===== config.mk =====
export PLATFORM = sky130hd
export DESIGN_NAME = calc_alu_sequencer
export DESIGN_NICKNAME = d
export VERILOG_FILES = /design/src/rtl/calc_alu_sequencer.sv
export SDC_FILE = /design/constraint.sdc
export NUM_CORES = 1
export LEC_CHECK = 0
export CORE_MARGIN = 1.5
export CORE_UTILIZATION = 52
export DETAILED_ROUTE_END_ITERATION = 10
export HOLD_SLACK_MARGIN = 0.06
export PLACE_DENSITY = 0.83
export SYNTH_ARGS = -nofsm -noshare
export SYNTH_HDL_FRONTEND = slang
export SYNTH_SLANG_ARGS = --single-unit

===== constraint.sdc =====
create_clock -name clk -period 4.1 [get_ports clk]
set_input_delay 0.41 -clock clk [delete_from_list [all_inputs] [get_ports clk]]
set_output_delay 0.41 -clock clk [all_outputs]
set_load 0.005 [all_outputs]

===== src/rtl/calc_alu_sequencer.sv =====
// calc_alu_sequencer: keypad front-end for the calculator ALU.
// Builds decimal operands A and B and an operator from keypad strobes, launches one
// ALU operation, waits for alu_valid (with timeout), then latches and shows the result.
// Optional build macro: DIV_ZERO_CHECK_EN traps divide-by-zero before issue.
module calc_alu_sequencer #(
  parameter int inSize  = 4,
  parameter int TIMEOUT = 15
) (
  input  logic                  clk,
  input  logic                  rst,
  input  logic                  digit_valid,
  input  logic [3:0]            digit,
  input  logic                  op_valid,
  input  logic [1:0]            op,
  input  logic                  eq_valid,
  input  logic                  clr,
  output logic                  alu_en,
  output logic [1:0]            alu_op,
  output logic [inSize-1:0]     alu_A,
  output logic [inSize-1:0]     alu_B,
  input  logic [2*inSize-1:0]   alu_result,
  input  logic                  alu_valid,
  output logic [2*inSize-1:0]   disp,
  output logic                  res_valid,
  output logic                  busy,
  output logic                  err
);

`ifdef DIV_ZERO_CHECK_EN
  localparam bit DivZeroCheck = 1'b1;
`else
  localparam bit DivZeroCheck = 1'b0;
`endif

  localparam int CW = (TIMEOUT < 2) ? 1 : $clog2(TIMEOUT + 1);

  typedef enum logic [2:0] {
    S_ENTER_A,
    S_ENTER_B,
    S_ISSUE,
    S_WAIT,
    S_SHOW,
    S_ERR
  } state_t;

  state_t               state, n_state;
  logic [inSize-1:0]    a, b, n_a, n_b;
  logic [1:0]           opr, n_op;
  logic [2*inSize-1:0]  result, n_result;
  logic [CW-1:0]        cnt, n_cnt;
  logic                 n_rv;
  logic                 digit_ok;

  // Append a decimal digit; an entry that would overflow the operand is dropped.
  function automatic logic [inSize-1:0] push_digit(input logic [inSize-1:0] cur,
                                                   input logic [3:0] d);
    logic [inSize+3:0] v;
    v = {4'b0, cur} * (inSize+4)'(10) + {{inSize{1'b0}}, d};
    if (v > {4'b0, {inSize{1'b1}}}) return cur;
    return v[inSize-1:0];
  endfunction

  assign digit_ok = digit_valid && (digit <= 4'd9);

  // Next-state logic; event priority clr > eq > op > digit, losers dropped.
  always_comb begin
    n_state  = state;
    n_a      = a;
    n_b      = b;
    n_op     = opr;
    n_result = result;
    n_cnt    = cnt;
    n_rv     = 1'b0;
    if (clr) begin
      n_state  = S_ENTER_A;
      n_a      = '0;
      n_b      = '0;
      n_op     = '0;
      n_result = '0;
      n_cnt    = '0;
    end else begin
      case (state)
        S_ENTER_A: begin
          if (eq_valid) begin
            n_state = state;
          end else if (op_valid) begin
            n_op    = op;
            n_b     = '0;
            n_state = S_ENTER_B;
          end else if (digit_ok) begin
            n_a = push_digit(a, digit);
          end
        end
        S_ENTER_B: begin
          if (eq_valid) begin
            if (DivZeroCheck && opr == 2'b11 && b == '0) n_state = S_ERR;
            else                                        n_state = S_ISSUE;
          end else if (op_valid) begin
            n_op = op;
          end else if (digit_ok) begin
            n_b = push_digit(b, digit);
          end
        end
        S_ISSUE: begin
          n_state = S_WAIT;
          n_cnt   = '0;
        end
        S_WAIT: begin
          if (alu_valid) begin
            n_result = alu_result;
            n_rv     = 1'b1;
            n_state  = S_SHOW;
          end else if (cnt == CW'(TIMEOUT - 1)) begin
            n_state = S_ERR;
          end else begin
            n_cnt = cnt + 1'b1;
          end
        end
        S_SHOW: begin
          if (eq_valid) begin
            n_state = S_ISSUE;
          end else if (op_valid) begin
            if (result[2*inSize-1:inSize] != '0) begin
              n_state = S_ERR;
            end else begin
              n_a     = result[inSize-1:0];
              n_op    = op;
              n_b     = '0;
              n_state = S_ENTER_B;
            end
          end else if (digit_ok) begin
            n_a     = push_digit('0, digit);
            n_state = S_ENTER_A;
          end
        end
        S_ERR:   n_state = S_ERR;
        default: n_state = S_ENTER_A;
      endcase
    end
  end

  // State/operand registers; outputs are registered from the next-state values.
  always_ff @(posedge clk or posedge rst) begin
    if (rst) begin
      state     <= S_ENTER_A;
      a         <= '0;
      b         <= '0;
      opr       <= '0;
      result    <= '0;
      cnt       <= '0;
      disp      <= '0;
      alu_en    <= 1'b0;
      res_valid <= 1'b0;
      busy      <= 1'b0;
      err       <= 1'b0;
    end else begin
      state     <= n_state;
      a         <= n_a;
      b         <= n_b;
      opr       <= n_op;
      result    <= n_result;
      cnt       <= n_cnt;
      alu_en    <= (n_state == S_ISSUE);
      res_valid <= n_rv;
      busy      <= (n_state == S_ISSUE) || (n_state == S_WAIT);
      err       <= (n_state == S_ERR);
      case (n_state)
        S_ENTER_A: disp <= {{inSize{1'b0}}, n_a};
        S_ENTER_B: disp <= {{inSize{1'b0}}, n_b};
        S_SHOW:    disp <= n_result;
        S_ERR:     disp <= '0;
        default:   disp <= disp;
      endcase
    end
  end

  assign alu_A  = a;
  assign alu_B  = b;
  assign alu_op = opr;

endmodule


* Yosys cells after proc, flatten, opt, wreduce, memory -nomap -nowiden
Index checks and enable logic that the tools add are counted.
Cells by class: add/subtract/negate cells 3, multiply operators 2, multiplexer cells 72, equality and inequality tests 18, reduce and logical (&&, ||, !) cells 11, $lt $le $gt $ge 4
Operator list (count):
- $mux W4 | 26
- $pmux W8 S4 | 1
- $mux W3 | 10
- $mux W8 | 3
- $mux W1 | 21
- $pmux W3 S6 | 1
- $add A8 B4 Y8 | 2
- $gt A8 B4 Y1 const B | 2
- $pmux W4 S2 | 2
- $ne A3 B3 Y1 const B | 5
- $mul A4 B3 Y7 const B | 2
- $eq A3 B2 Y1 const B | 4
- $eq A3 B3 Y1 const B | 4
- $mux W2 | 6
- $pmux W4 S3 | 1
- $reduce_bool A4 Y1 | 2
- $eq A3 B1 Y1 const B | 2
- $logic_not A3 Y1 | 2
- $reduce_and A6 Y1 | 1
- $reduce_bool A3 Y1 | 2
- $add A4 B1 Y4 const B | 1
- $eq A4 B4 Y1 const B | 1
- $gt A4 B4 Y1 const B | 1
- $le A4 B4 Y1 const B | 1
- other kinds (7) | 7
Word-level totals: word-level logic and storage cells 121, flip-flop bits (word level) 37, output and inout port bits 22, bits of input ports 21

* Depth between registers and ports, before layout
Gate-level depths: netlist of the first run.
depth after elaboration 16, gate-level depth with buffers 11, mapped depth without buffers 11

* Worst setup path after synthesis of the first run
No wires, ideal clock.
path type register to register, start register a[1], in the netlist alu_A[1], end register disp[0], path slack 1.052 ns, period minus slack after synthesis 3.048 ns, data arrival time 2.917 ns, path buffers 0, library setup time 0.130 ns, stages on the path, launching flop included 11, data required time 3.970 ns, path through dfrtp_1 -> ha_1 -> ha_1 -> inv_1 -> fa_1 -> or3_4 -> a221oi_4 -> mux2_4 -> a21oi_2 -> o31a_1 -> o22ai_2
Between the ends: longest elaborated chain between the ends 16
RTL lines:
- start, declared | line 47 | logic [inSize-1:0] a, b, n_a, n_b;
- start signal, assigned | line 158 | a <= n_a;
- $mul A4 B3 Y7 | line 58 | v = {4'b0, cur} * (inSize+4)'(10) + {{inSize{1'b0}}, d};
- $add A8 B4 Y8 | line 58
- $gt A8 B4 Y1 | line 59 | if (v > {4'b0, {inSize{1'b1}}}) return cur;
- $mux W1 | line 59
- $mux W1 | line 90 | end else if (digit_ok) begin
- $mux W1 | line 86 | end else if (op_valid) begin
- $mux W1 | line 84 | if (eq_valid) begin
- $mux W1 | line 82 | case (state)
- $mux W1 | line 74 | if (clr) begin
- $mux W4 | line 60 | return v[inSize-1:0];
- $mux W4 | line 90
- $mux W4 | line 86
- $mux W4 | line 84
- $pmux W4 S2 | line 82
- $mux W4 | line 74
- $pmux W8 S4 | line 167 | case (n_state)
- end signal, assigned | line 168 | S_ENTER_A: disp <= {{inSize{1'b0}}, n_a};
- end signal, assigned | line 169 | S_ENTER_B: disp <= {{inSize{1'b0}}, n_b};
- end signal, assigned | line 170 | S_SHOW: disp <= n_result;
- end, declared | line 23 | output logic [2*inSize-1:0] disp,
Every way passes these cells. The select of a mux whose other input is x is not followed. A chain may end at the register's enable or synchronous reset.

* Worst setup path after layout of the first run
Same ends and word-level chain as after synthesis.

==> flow_metrics.env, run 1 <==
export IMPL_status="completed"
export IMPL_worst_slew_pin_slew_ns=0.662
export IMPL_hold_viol=0
export IMPL_antenna_found_initial=0
export IMPL_power_switching_w=0.000283
export IMPL_ys_seq_elements=37
export IMPL_clk_latency_ns=0.29
export IMPL_critPathRequiredTime_ns=4.27
export IMPL_synth_area_leaders="dfrtp_1 37%, ha_1 8.5%, a21oi_1 6.0%"
export IMPL_drt_wl_total_mm=6.07
export IMPL_synth_top_area_cell="dfrtp_1"
export IMPL_synth_mux_area_frac=0.0221
export IMPL_ir_drop_mv=0.191
export IMPL_portBuffers=42
export IMPL_cp_startpoint="alu_A[1]"
export IMPL_synth_area_um2=2490
export IMPL_synth_top_area_frac=0.372
export IMPL_power_density_nw_per_um2=319
export IMPL_ant_nets=0
export IMPL_p_int_w=0.000692
export IMPL_cts_sinks=37
export IMPL_ctsResizeCount=0
export IMPL_synth_distinct_cells=55
export IMPL_fin_crit_sh=0.802
export IMPL_yosys_area_share_simple=0.201
export IMPL_slew_headroom=0.557
export IMPL_fin_skew_ns=0.00430
export IMPL_post_drt_wl_per_cell_um=16.5
export IMPL_synth_warnings=0
export IMPL_synthXorXnorAreaFrac=0.00704
export IMPL_cts_buffers=5
export IMPL_finish_utilization=0.683
export IMPL_r2r_slack_ns=0.81
export IMPL_ios=43
export IMPL_clock_fmax_ghz=0.304
export IMPL_post_route_cell_area_um2=3060
export IMPL_setup_viol=0
export IMPL_grt_use_total=0.254
export IMPL_end_kind="flop"
export IMPL_nets=356
export IMPL_final_min_clock_period_ns=3.29
export IMPL_start_kind="flop"
export IMPL_avgSynthCellArea_um2=9.08
export IMPL_async_reset_ff_frac=1.00
export IMPL_gp_routability_congestion=0.887
export IMPL_netlist_instances=274
export IMPL_worstHoldStart="disp[7]"
export IMPL_drc=0
export IMPL_h_tree_depth=2
export IMPL_drt_iter0_markers=246
export IMPL_min_path_type="flop to flop"
export IMPL_seqPwrFrac=0.421
export IMPL_die_y_um=72.2
export IMPL_rows=24
export IMPL_clockRootBuffer="clkbuf_8"
export IMPL_cap_viol_max_count=0
export IMPL_synth_compound_area_frac=0.229
export IMPL_crit_slowest_cell="dfrtp_1"
export IMPL_clkSlewWorstSetupHoldPaths_ns=0.08
export IMPL_grt_pass1_vias=2168
export IMPL_slowest_delay_ns=0.48
export IMPL_cp_arrival_ns=3.46
export IMPL_overflow=0
export IMPL_coreArea_um2=4470
export IMPL_synth_top_family_by_area="compound AO/OA/AOI/OAI gates"
export IMPL_synthFlopType="dfrtp_1"
export IMPL_rsz0062_at_grt="false"
export IMPL_routed_via_density=6.04
export IMPL_dp_hpwl_mm=4.43
export IMPL_drv_slew=0
export IMPL_dieArea_um2=5210
export IMPL_p_comb_frac=0.233
export IMPL_syn_nets=316
export IMPL_area_growth_pct=22.9
export IMPL_yosysSeqAreaShare=0.372
export IMPL_filler_cell_count=370
export IMPL_hold_buffers=0
export IMPL_switching_share=0.290
export IMPL_clock_power_share=0.346
export IMPL_reg2reg_from="alu_A[1]"
export IMPL_fin_setup_tns_ns=0
export IMPL_placed_area_um2=2940
export IMPL_drt_first_pass_iters=4
export IMPL_routed_via_count=2216
export IMPL_cp_common_cell="ha_1"
export IMPL_grt_pass1_wl_mm=10.3
export IMPL_synth_edf_count=0
export IMPL_grt_max_degree=38
export IMPL_leakage_nw=1.36
export IMPL_cts_setup_buffers=0
export IMPL_synthAdderAreaFrac=0.118
export IMPL_start_util=0.556
export IMPL_n_antenna_cell=0
export IMPL_critical_path_class="flop to flop"
export IMPL_cts_tree="yes"
export IMPL_drive_above_1_share=0.0603
export IMPL_crit_fanout=7
export IMPL_crit_chain="ha_1, ha_1, inv_1, fa_1, or3_4, a221oi_4, mux2_4, a21oi_2, o31a_1, o22ai_2"
export IMPL_clockBufferDepth=2
export IMPL_die_width_um=72.2
-- cell usage in the layout (no fill, tap or decap), drive strengths merged, types with 5 or more instances in the layout --
cell and n:
nor2b 7, ha 17, inv 20, o21ai 6, a21oi 31, dfrtp 37
clkdlybuf4s50 42, nor2 23, a21o 7, nand3 10, nand2 30, a22o 5
nor3 5, clkbuf 6
-- state kept, by name, indices dropped and copies added (netlist names) --
name	cells
cnt	4
disp	8
alu_en	1
alu_op	2
busy	1
res_valid	1
result	8
alu_A	4
err	1
state	3
alu_B	4
-- layer usage --
layer,vias to the layer above,global-route usage,wire (um)
li1,1058,-,-
met1,1059,0.359,2860
met2,87,0.394,2760
met3,12,0.0472,332
met4,0,0.0881,121
met5,-,0,0
-- metrics by stage --
step,cells,setup WS (ns),total power [W],hold slack [ns]
2_1_floorplan,274,1.05,0.000547,0.498
3_3_place_gp,359,0.869,0.000635,0.500
3_5_place_dp,359,0.807,0.000641,0.491
4_1_cts,367,0.809,0.000978,0.522
5_1_grt,367,0.635,0.00102,0.536
6_report,367,0.813,0.000975,0.520
-- worst paths after layout --
kind | to | cells past startpoint
max | disp[0] | 10
min | disp[7] | 1
max reg2reg | disp[0] | 10
min reg2reg | disp[7] | 1
max in group asynchronous | alu_A[3] | 3
min in group asynchronous | res_valid | 3
-- Yosys cell counts, drive strengths merged, types with 3 or more instances --
cell type   n
o22ai       4
buf         7
dfrtp      37
nor2       23
o21ai       6
and2        3
fa          4
a22oi       4
nand3      10
nand3b      4
inv        20
mux2i       4
nor2b       7
a22o        5
a21oi      31
clkbuf      4
a21o        7
ha         17
a221oi      4
nand2      30
nor3        5
-- worst max-delay path: cells and delay by family (launching register included) --
kind / cells / cell delay (ns)
adders and majority gates: 3 / 1.01
AOI/OAI and AO/OA: 4 / 0.83
DFF: 1 / 0.48
and+or+nand+nor: 1 / 0.42
muxes: 1 / 0.34
buffers and inverters: 1 / 0.07
-- power groups by stage --
stage	sequential (W)	combinational (W)	clock (W)
global placement	0.000416	0.000219	0
CTS	0.000410	0.000228	0.000341
detailed placement	0.000416	0.000224	0
floorplan	0.000408	0.000139	0
global route	0.000413	0.000252	0.000354
finish	0.000411	0.000228	0.000337
-- final cells by class --
type | instances | area (um2) | share of cell area
tap | 52 | 65.1 | 0.0213
sequential | 37 | 926 | 0.303
multi-input combinational | 206 | 1440 | 0.470
clock inverter | 2 | 37.5 | 0.0123
clock buffer | 6 | 82.6 | 0.0270
inverter | 20 | 75.1 | 0.0245
timing repair buffer | 44 | 435 | 0.142
-- cells by family (layout without fill, tap and decap cells) --
| kind of cell | Yosys count | in the layout |
|---|---|---|
| buffers and inverters | 31 | 72 |
| AO/OA/AOI/OAI | 80 | 80 |
| multiplexers | 5 | 5 |
| flip-flops | 37 | 37 |
| XOR/XNOR | 2 | 2 |
| adder cells (fa/ha/maj) | 21 | 21 |
| AND/OR/NAND/NOR | 98 | 98 |
(Power assumes the default switching activity.)
==> run 2: changes to the inputs <==
Clock period 4.1 ns to 3.3 ns, I/O delays scaled along.
==> run 2 against run 1 <==
  * Core utilization grew 0.64 points
  * Maximum frequency increased by 4.3%
  * Largest cell class unchanged
  * Clock skew decreased by 0.00053 ns
  * Global-route usage rose by 0.75 points
  * Wire length rose by 2.2%
  * Non-clock buffer count increased by 6
  * Clock power decreased by 1%
  * Die area stayed put
  * Critical path depth stayed put
  * Worst hold slack worse by 0.084 ns
==> flow_metrics.env, run 2 (synthesis results as in run 1) <==
export IMPL_endpoint="disp[0]"
export IMPL_h_tree_depth=2
export IMPL_worst_slew_pin_slew_ns=0.688
export IMPL_post_place_ws_ns=0.0945
export IMPL_end_kind="flop"
export IMPL_largestRegisters="disp x8, result x8"
export IMPL_overflow=0
export IMPL_clock_fmax_ghz=0.317
export IMPL_die_width_um=72.2
export IMPL_fin_setup_tns_ns=0
export IMPL_portBuffers=42
export IMPL_dp_cells=365
export IMPL_drt_first_pass_iters=4
export IMPL_drt_wl_total_mm=6.20
export IMPL_clockRootBuffer="clkbuf_8"
export IMPL_critical_path_class="flop to flop"
export IMPL_layout_common_cells="42 x clkdlybuf4s50_1, 37 x dfrtp_1, 30 x nand2_1, 30 x a21oi_1, 23 x nor2_1"
export IMPL_nets=362
export IMPL_fin_crit_sh=0.955
export IMPL_routed_via_density=6.02
export IMPL_dieArea_um2=5210
export IMPL_hold_viol=0
export IMPL_final_cells=372
export IMPL_grt_use_total=0.261
export IMPL_p_int_w=0.000792
export IMPL_power_switching_w=0.000349
export IMPL_rows=24
export IMPL_ios=43
export IMPL_placed_area_um2=2980
export IMPL_filler_cell_count=343
export IMPL_die_y_um=72.2
export IMPL_ant_nets=0
export IMPL_grt_max_degree=38
export IMPL_rsz0062_at_grt="false"
export IMPL_fin_skew_ns=0.00377
export IMPL_hold_buffers=0
export IMPL_gp_routability_congestion=0.902
export IMPL_post_drt_wl_per_cell_um=16.7
export IMPL_ff_latch_area_um2=926
export IMPL_clock_power_share=0.291
export IMPL_n_antenna_cell=0
export IMPL_cts_buffers=5
export IMPL_ir_drop_mv=0.290
export IMPL_dp_hpwl_mm=4.62
export IMPL_post_route_worst_setup_slack_ns=0.149
export IMPL_reg2reg_from="alu_A[1]"
export IMPL_grt_pass1_wl_mm=10.5
export IMPL_clockBufferDepth=2
export IMPL_drv_slew=0
export IMPL_drive_above_1_share=0.0844
export IMPL_routed_via_count=2241
export IMPL_multi_input_area_um2=1450
export IMPL_final_common_cell="clkdlybuf4s50_1"
export IMPL_start_kind="flop"
export IMPL_start_util=0.556
export IMPL_p_comb_frac=0.272
export IMPL_area_growth_pct=24.0
export IMPL_post_route_cell_area_um2=3090
export IMPL_switching_share=0.306
export IMPL_reg2reg_to="disp[0]"
export IMPL_clkSlewWorstSetupHoldPaths_ns=0.07
export IMPL_antenna_found_initial=0
export IMPL_status="completed"
export IMPL_r2r_slack_ns=0.15
export IMPL_reg2reg_depth=10
export IMPL_cap_viol_max_count=0
export IMPL_seqPwrFrac=0.437
export IMPL_min_path_type="input port to async pin"
export IMPL_drt_iter0_markers=145
export IMPL_drc=0
export IMPL_cts_sinks=37
export IMPL_grt_pass1_vias=2156
export IMPL_critPathRequiredTime_ns=3.48
export IMPL_final_min_clock_period_ns=3.15
export IMPL_hold_slack_ns=0.436
export IMPL_cp_arrival_ns=3.33
export IMPL_clk_latency_ns=0.29
export IMPL_leakage_nw=1.38
export IMPL_coreArea_um2=4470
export IMPL_cts_tree="yes"
export IMPL_setup_viol=0
export IMPL_slew_headroom=0.539
export IMPL_cp_startpoint="alu_A[1]"
export IMPL_power_density_nw_per_um2=370
export IMPL_crit_fanout=5
## run 2: cell type report
cell class              count  share of cell area
well taps                  52              0.0211
clock inverters             1             0.00243
multi-input cells         206               0.470
clock buffers               6              0.0268
repair buffers             50               0.156
inverters                  20              0.0243
flip-flops and latches     37               0.300
## run 2: power groups by stage
stage	clock (W)	sequential [W]	combinational, W
floorplan	0	0.000507	0.000173
global placement	0	0.000506	0.000299
detailed placement	0	0.000506	0.000305
CTS	0.000336	0.000498	0.000308
global route	0.000356	0.000501	0.000343
finish	0.000332	0.000499	0.000310
## run 2: through the flow
step / util / total power, W
6_report: 0.690 / 0.00114
5_1_grt: 0.690 / 0.00120
4_1_cts: 0.687 / 0.00114
3_5_place_dp: 0.667 / 0.000811
3_3_place_gp: 0.667 / 0.000805
2_1_floorplan: - / 0.000680
## run 2: per-layer routing
metal,track usage,up-vias,share of wire
met5,0,-,0
met4,0.0964,0,0.021
met3,0.0444,13,0.057
met2,0.413,82,0.47
met1,0.364,1075,0.45
li1,-,1071,-
## run 2: worst min path at each step
stage | endpoint | slack (ns) | cells past startpoint
finish | res_valid | 0.44 | 3
global route | err | 0.50 | 3
CTS | result[7] | 0.45 | 3
detailed placement | disp[7] | 0.49 | 1
global placement | disp[7] | 0.50 | 1
floorplan | result[0] | 0.47 | 2
## run 2: worst max-delay path, cell delays in order, from the launching register on
cell and delay, ns:
dfrtp_1 0.38, ha_1 0.30, ha_1 0.21, inv_1 0.07, fa_2 0.47, or3_4 0.42, a221oi_4 0.42, mux2_4 0.35
a21oi_2 0.18, o31a_1 0.18, o22ai_2 0.06
## run 2: timing repair
action,in CTS,in global routing
endpoints found under the setup margin,0,3
setup buffers,0,0
resized for setup,0,3
==> variant 1, RTL diff (config.mk and constraints of run 1) <==
The parameter `inSize` goes from 4 to 8.
--- a/src/rtl/calc_alu_sequencer.sv
+++ b/src/rtl/calc_alu_sequencer.sv
@@ -4,5 +4,5 @@
 // Optional build macro: DIV_ZERO_CHECK_EN traps divide-by-zero before issue.
 module calc_alu_sequencer #(
-  parameter int inSize  = 4,
+  parameter int inSize  = 8,
   parameter int TIMEOUT = 15
 ) (
Ports: changed (resized alu_A, alu_B, alu_result and disp); port bits go from 43 to 67. The function was not compared with the original's and may differ.
==> variant 1 against run 1 <==
Cell area rose by 76%; fmax fell by 9.6%; sequential cell count rose by 24; area after synthesis rose by 80%; critical path depth did not move; final cell count rose by 83%; count of clock-buffer cells in the layout rose by 6; utilization fell by 3.1 points; worst setup slack got worse by 0.35 ns; power rose by 45%; wire length rose by 110%; critical path type unchanged.
==> variant 1: results (changes against run 1) <==
stage,metric,value,unit,change
power_and_ir_drop,p_per_area,263.5,nW/um^2,was 319.0 nW/um^2
routing,drt_iter0_drc,503,,was 246
routing,viasPerCell,6.412,,was 6.038
timing,hold_ws,0.4329,ns,was 0.5198 ns
synthesis,yosys.area_share.adder,10.74,%,was 11.76%
place,place_area,5210,sq um,was 2938 sq um
global_route,grt_pass1_vias,4106,,was 2168
global_route,grt_max_degree,43,,was 38
place,dp_slack,0.5250,ns,was 0.8069 ns
power_and_ir_drop,pg_clk,490,uW,was 337 uW
clocking,clock_latency,0.35,ns,was 0.29 ns
timing,fin_skew,0.006011,ns,was 0.004300 ns
outcome,status,"complete, no violations",,unchanged
global_route,grt_pass1_wl,20390,microns,was 10280 microns
finish,drive_above_1_share,9.558,%,was 6.032%
routing,first_pass_iters,5,,was 4
synthesis,synthTopCellsByArea,"dfrtp_1, ha_1, a21oi_1, nand2_1, o21ai_0",,"was dfrtp_1, ha_1, a21oi_1, nand2_1, nor2_1"
routing,wire_per_inst,18.75,microns,was 16.53 microns
worst_hold_path,worstHoldPathType,in2async,,was reg2reg
global_route,grt_usage,29.52,%,was 25.39%
synthesis,synthTopCellsByCount,"nand2_1, dfrtp_1, a21oi_1",,"was dfrtp_1, a21oi_1, nand2_1"
synthesis,synthXorXnorAreaFrac,2.545,%,was 0.7039%
power_and_ir_drop,intPower,995.8,uW,was 692.2 uW
synthesis,synth_mux_area_share,2.181,%,was 2.212%
synthesis,synth_nets,565,,was 316
place,gp_congestion,0.9261,,was 0.8869
synthesis,synth_compound_area_share,23.94,%,was 22.93%
-- variant 1: layout make-up --
class                           instances  area (sq um)
Fill cell                             667          2872
Multi-Input combinational cell        404          2798
Sequential cell                        61          1526
Timing Repair Buffer                   72         705.7
Clock buffer                           12         155.1
Tap cell                              105         131.4
Inverter                               13         48.80
Clock inverter                          3         21.27
-- variant 1: worst max-delay path by stage --
stage | startpoint | to | slack [ns] | cells past startpoint
6_report | alu_A[1] | disp[6] | 0.46 | 10
3_5_place_dp | alu_A[1] | disp[4] | 0.53 | 10
3_3_place_gp | digit[1] | disp[1] | 0.65 | 9
2_1_floorplan | alu_B[1] | disp[3] | 0.80 | 10
5_1_grt | alu_A[1] | disp[4] | 0.22 | 10
4_1_cts | alu_A[1] | disp[4] | 0.51 | 10
-- variant 1: layer usage --
metal  global-route usage [%]  wire length [microns]  vias to the layer above
met5                        0                      0                        -
met4                    13.24                    395                        0
li1                         -                      -                     1986
met1                    38.12                   4912                     2034
met3                    6.398                   1097                       43
met2                    47.36                   6158                      233
==> variant 2, RTL diff (flow settings as in run 1) <==
Made on the original files. Re-encode `state_t` (6 states) as one-hot, 6 bits wide.
--- a/src/rtl/calc_alu_sequencer.sv
+++ b/src/rtl/calc_alu_sequencer.sv
@@ -35,11 +35,11 @@
   localparam int CW = (TIMEOUT < 2) ? 1 : $clog2(TIMEOUT + 1);
 
-  typedef enum logic [2:0] {
-    S_ENTER_A,
-    S_ENTER_B,
-    S_ISSUE,
-    S_WAIT,
-    S_SHOW,
-    S_ERR
+  typedef enum logic [5:0] {
+    S_ENTER_A = 6'b000001,
+    S_ENTER_B = 6'b000010,
+    S_ISSUE   = 6'b000100,
+    S_WAIT    = 6'b001000,
+    S_SHOW    = 6'b010000,
+    S_ERR     = 6'b100000
   } state_t;
 
Function: no difference found for any inputs over 4 cycles, from zero or initial values and one cycle with rst high; so few cycles prove little.
==> variant 2 against run 1 <==
Hold slack got worse by 0.18 ns; sequential power up 2%; largest cell class unchanged; worst setup slack better by 0.078 ns; sequential cell count grew 3; power fell by 2.9%; cell area up 11%; critical endpoint is now disp[1]; wire length is 13% higher; area after synthesis up 13%.
==> variant 2: results (changes against run 1) <==
stage,metric,value,unit,change
global_route,grt_usage,25.22,%,was 25.39%
synthesis,synth_cell_types,63,,was 55
routing,viasPerCell,6.227,,was 6.038
power_and_ir_drop,pg_comb,182,uW,was 228 uW
place,dp_hpwl,5129,microns,was 4435 microns
synthesis,synth_mux_area_share,4.087,%,was 2.212%
power_and_ir_drop,comb_power_share,19.2,%,was 23.3%
power_and_ir_drop,intPower,678.1,uW,was 692.2 uW
timing,hold_ws,0.3421,ns,was 0.5198 ns
outcome,status,"complete, no violations",,unchanged
place,place_area,3267,sq um,was 2938 sq um
routing,dr_wl_met3,587,microns,was 332 microns
power_and_ir_drop,p_leak,1.466,nW,was 1.363 nW
timing,fin_ws,0.8910,ns,was 0.8127 ns
synthesis,syn_inst,302,,was 274
power_and_ir_drop,vdd_drop_max,204.6,uV,was 190.6 uV
finish,top_regs,"disp x8, result x8, state x6",,"was disp x8, result x8"
worst_hold_path,worstHoldPathType,in2async,,was reg2reg
place,gp_congestion,0.8896,,was 0.8869
global_route,grtUsageMet1,33.51,%,was 35.91%
finish,fill_cells,401,,was 370
finish,buffers_excl_clock,45,,was 44
place,dp_slack,0.9235,ns,was 0.8069 ns
synthesis,synth_seq_cells,40,,was 37
routing,wl_met1,2932,microns,was 2857 microns
global_route,grt_pass1_vias,2477,,was 2168
setup_path,max_stage_delay,0.60,ns,was 0.48 ns
global_route,grt_util_met2,39.46,%,was 39.40%
finish,synthToLayoutAreaGrowth,20.30,%,was 22.88%
synthesis,ys_seq_area_share,35.58,%,was 37.20%
timing,slew-limit-headroom,30.18,%,was 55.65%
## variant 2: changes by cell type after synthesis, sizes merged, moves of 5 or more
| cell | run 1 | this run |
|---|---|---|
| a21oi | 31 | 21 |
| a21o | 7 | 2 |
| o31ai | 0 | 5 |
| nand2 | 30 | 16 |
| o311ai | 0 | 5 |
| nor2 | 23 | 31 |
## variant 2: worst paths after layout
kind / startpoint / endpoint / cells past startpoint
worst max register to register: alu_B[1] / disp[1] / 9
worst max-delay path: alu_B[1] / disp[1] / 9
worst min register to register: disp[7] / disp[7] / 1
min in group clk: disp[7] / disp[7] / 1
worst min-delay path: rst / alu_op[1] / 2
max in group asynchronous: rst / state[0] / 3
## variant 2: worst register-to-register path, stage by stage, from the launching register on
cell and delay, ns:
dfrtp_1 0.44, ha_1 0.34, ha_1 0.21, fa_1 0.60, nand2_1 0.07, or3_1 0.32, a311oi_1 0.52, a211oi_1 0.21
o211ai_1 0.24, o311ai_1 0.12
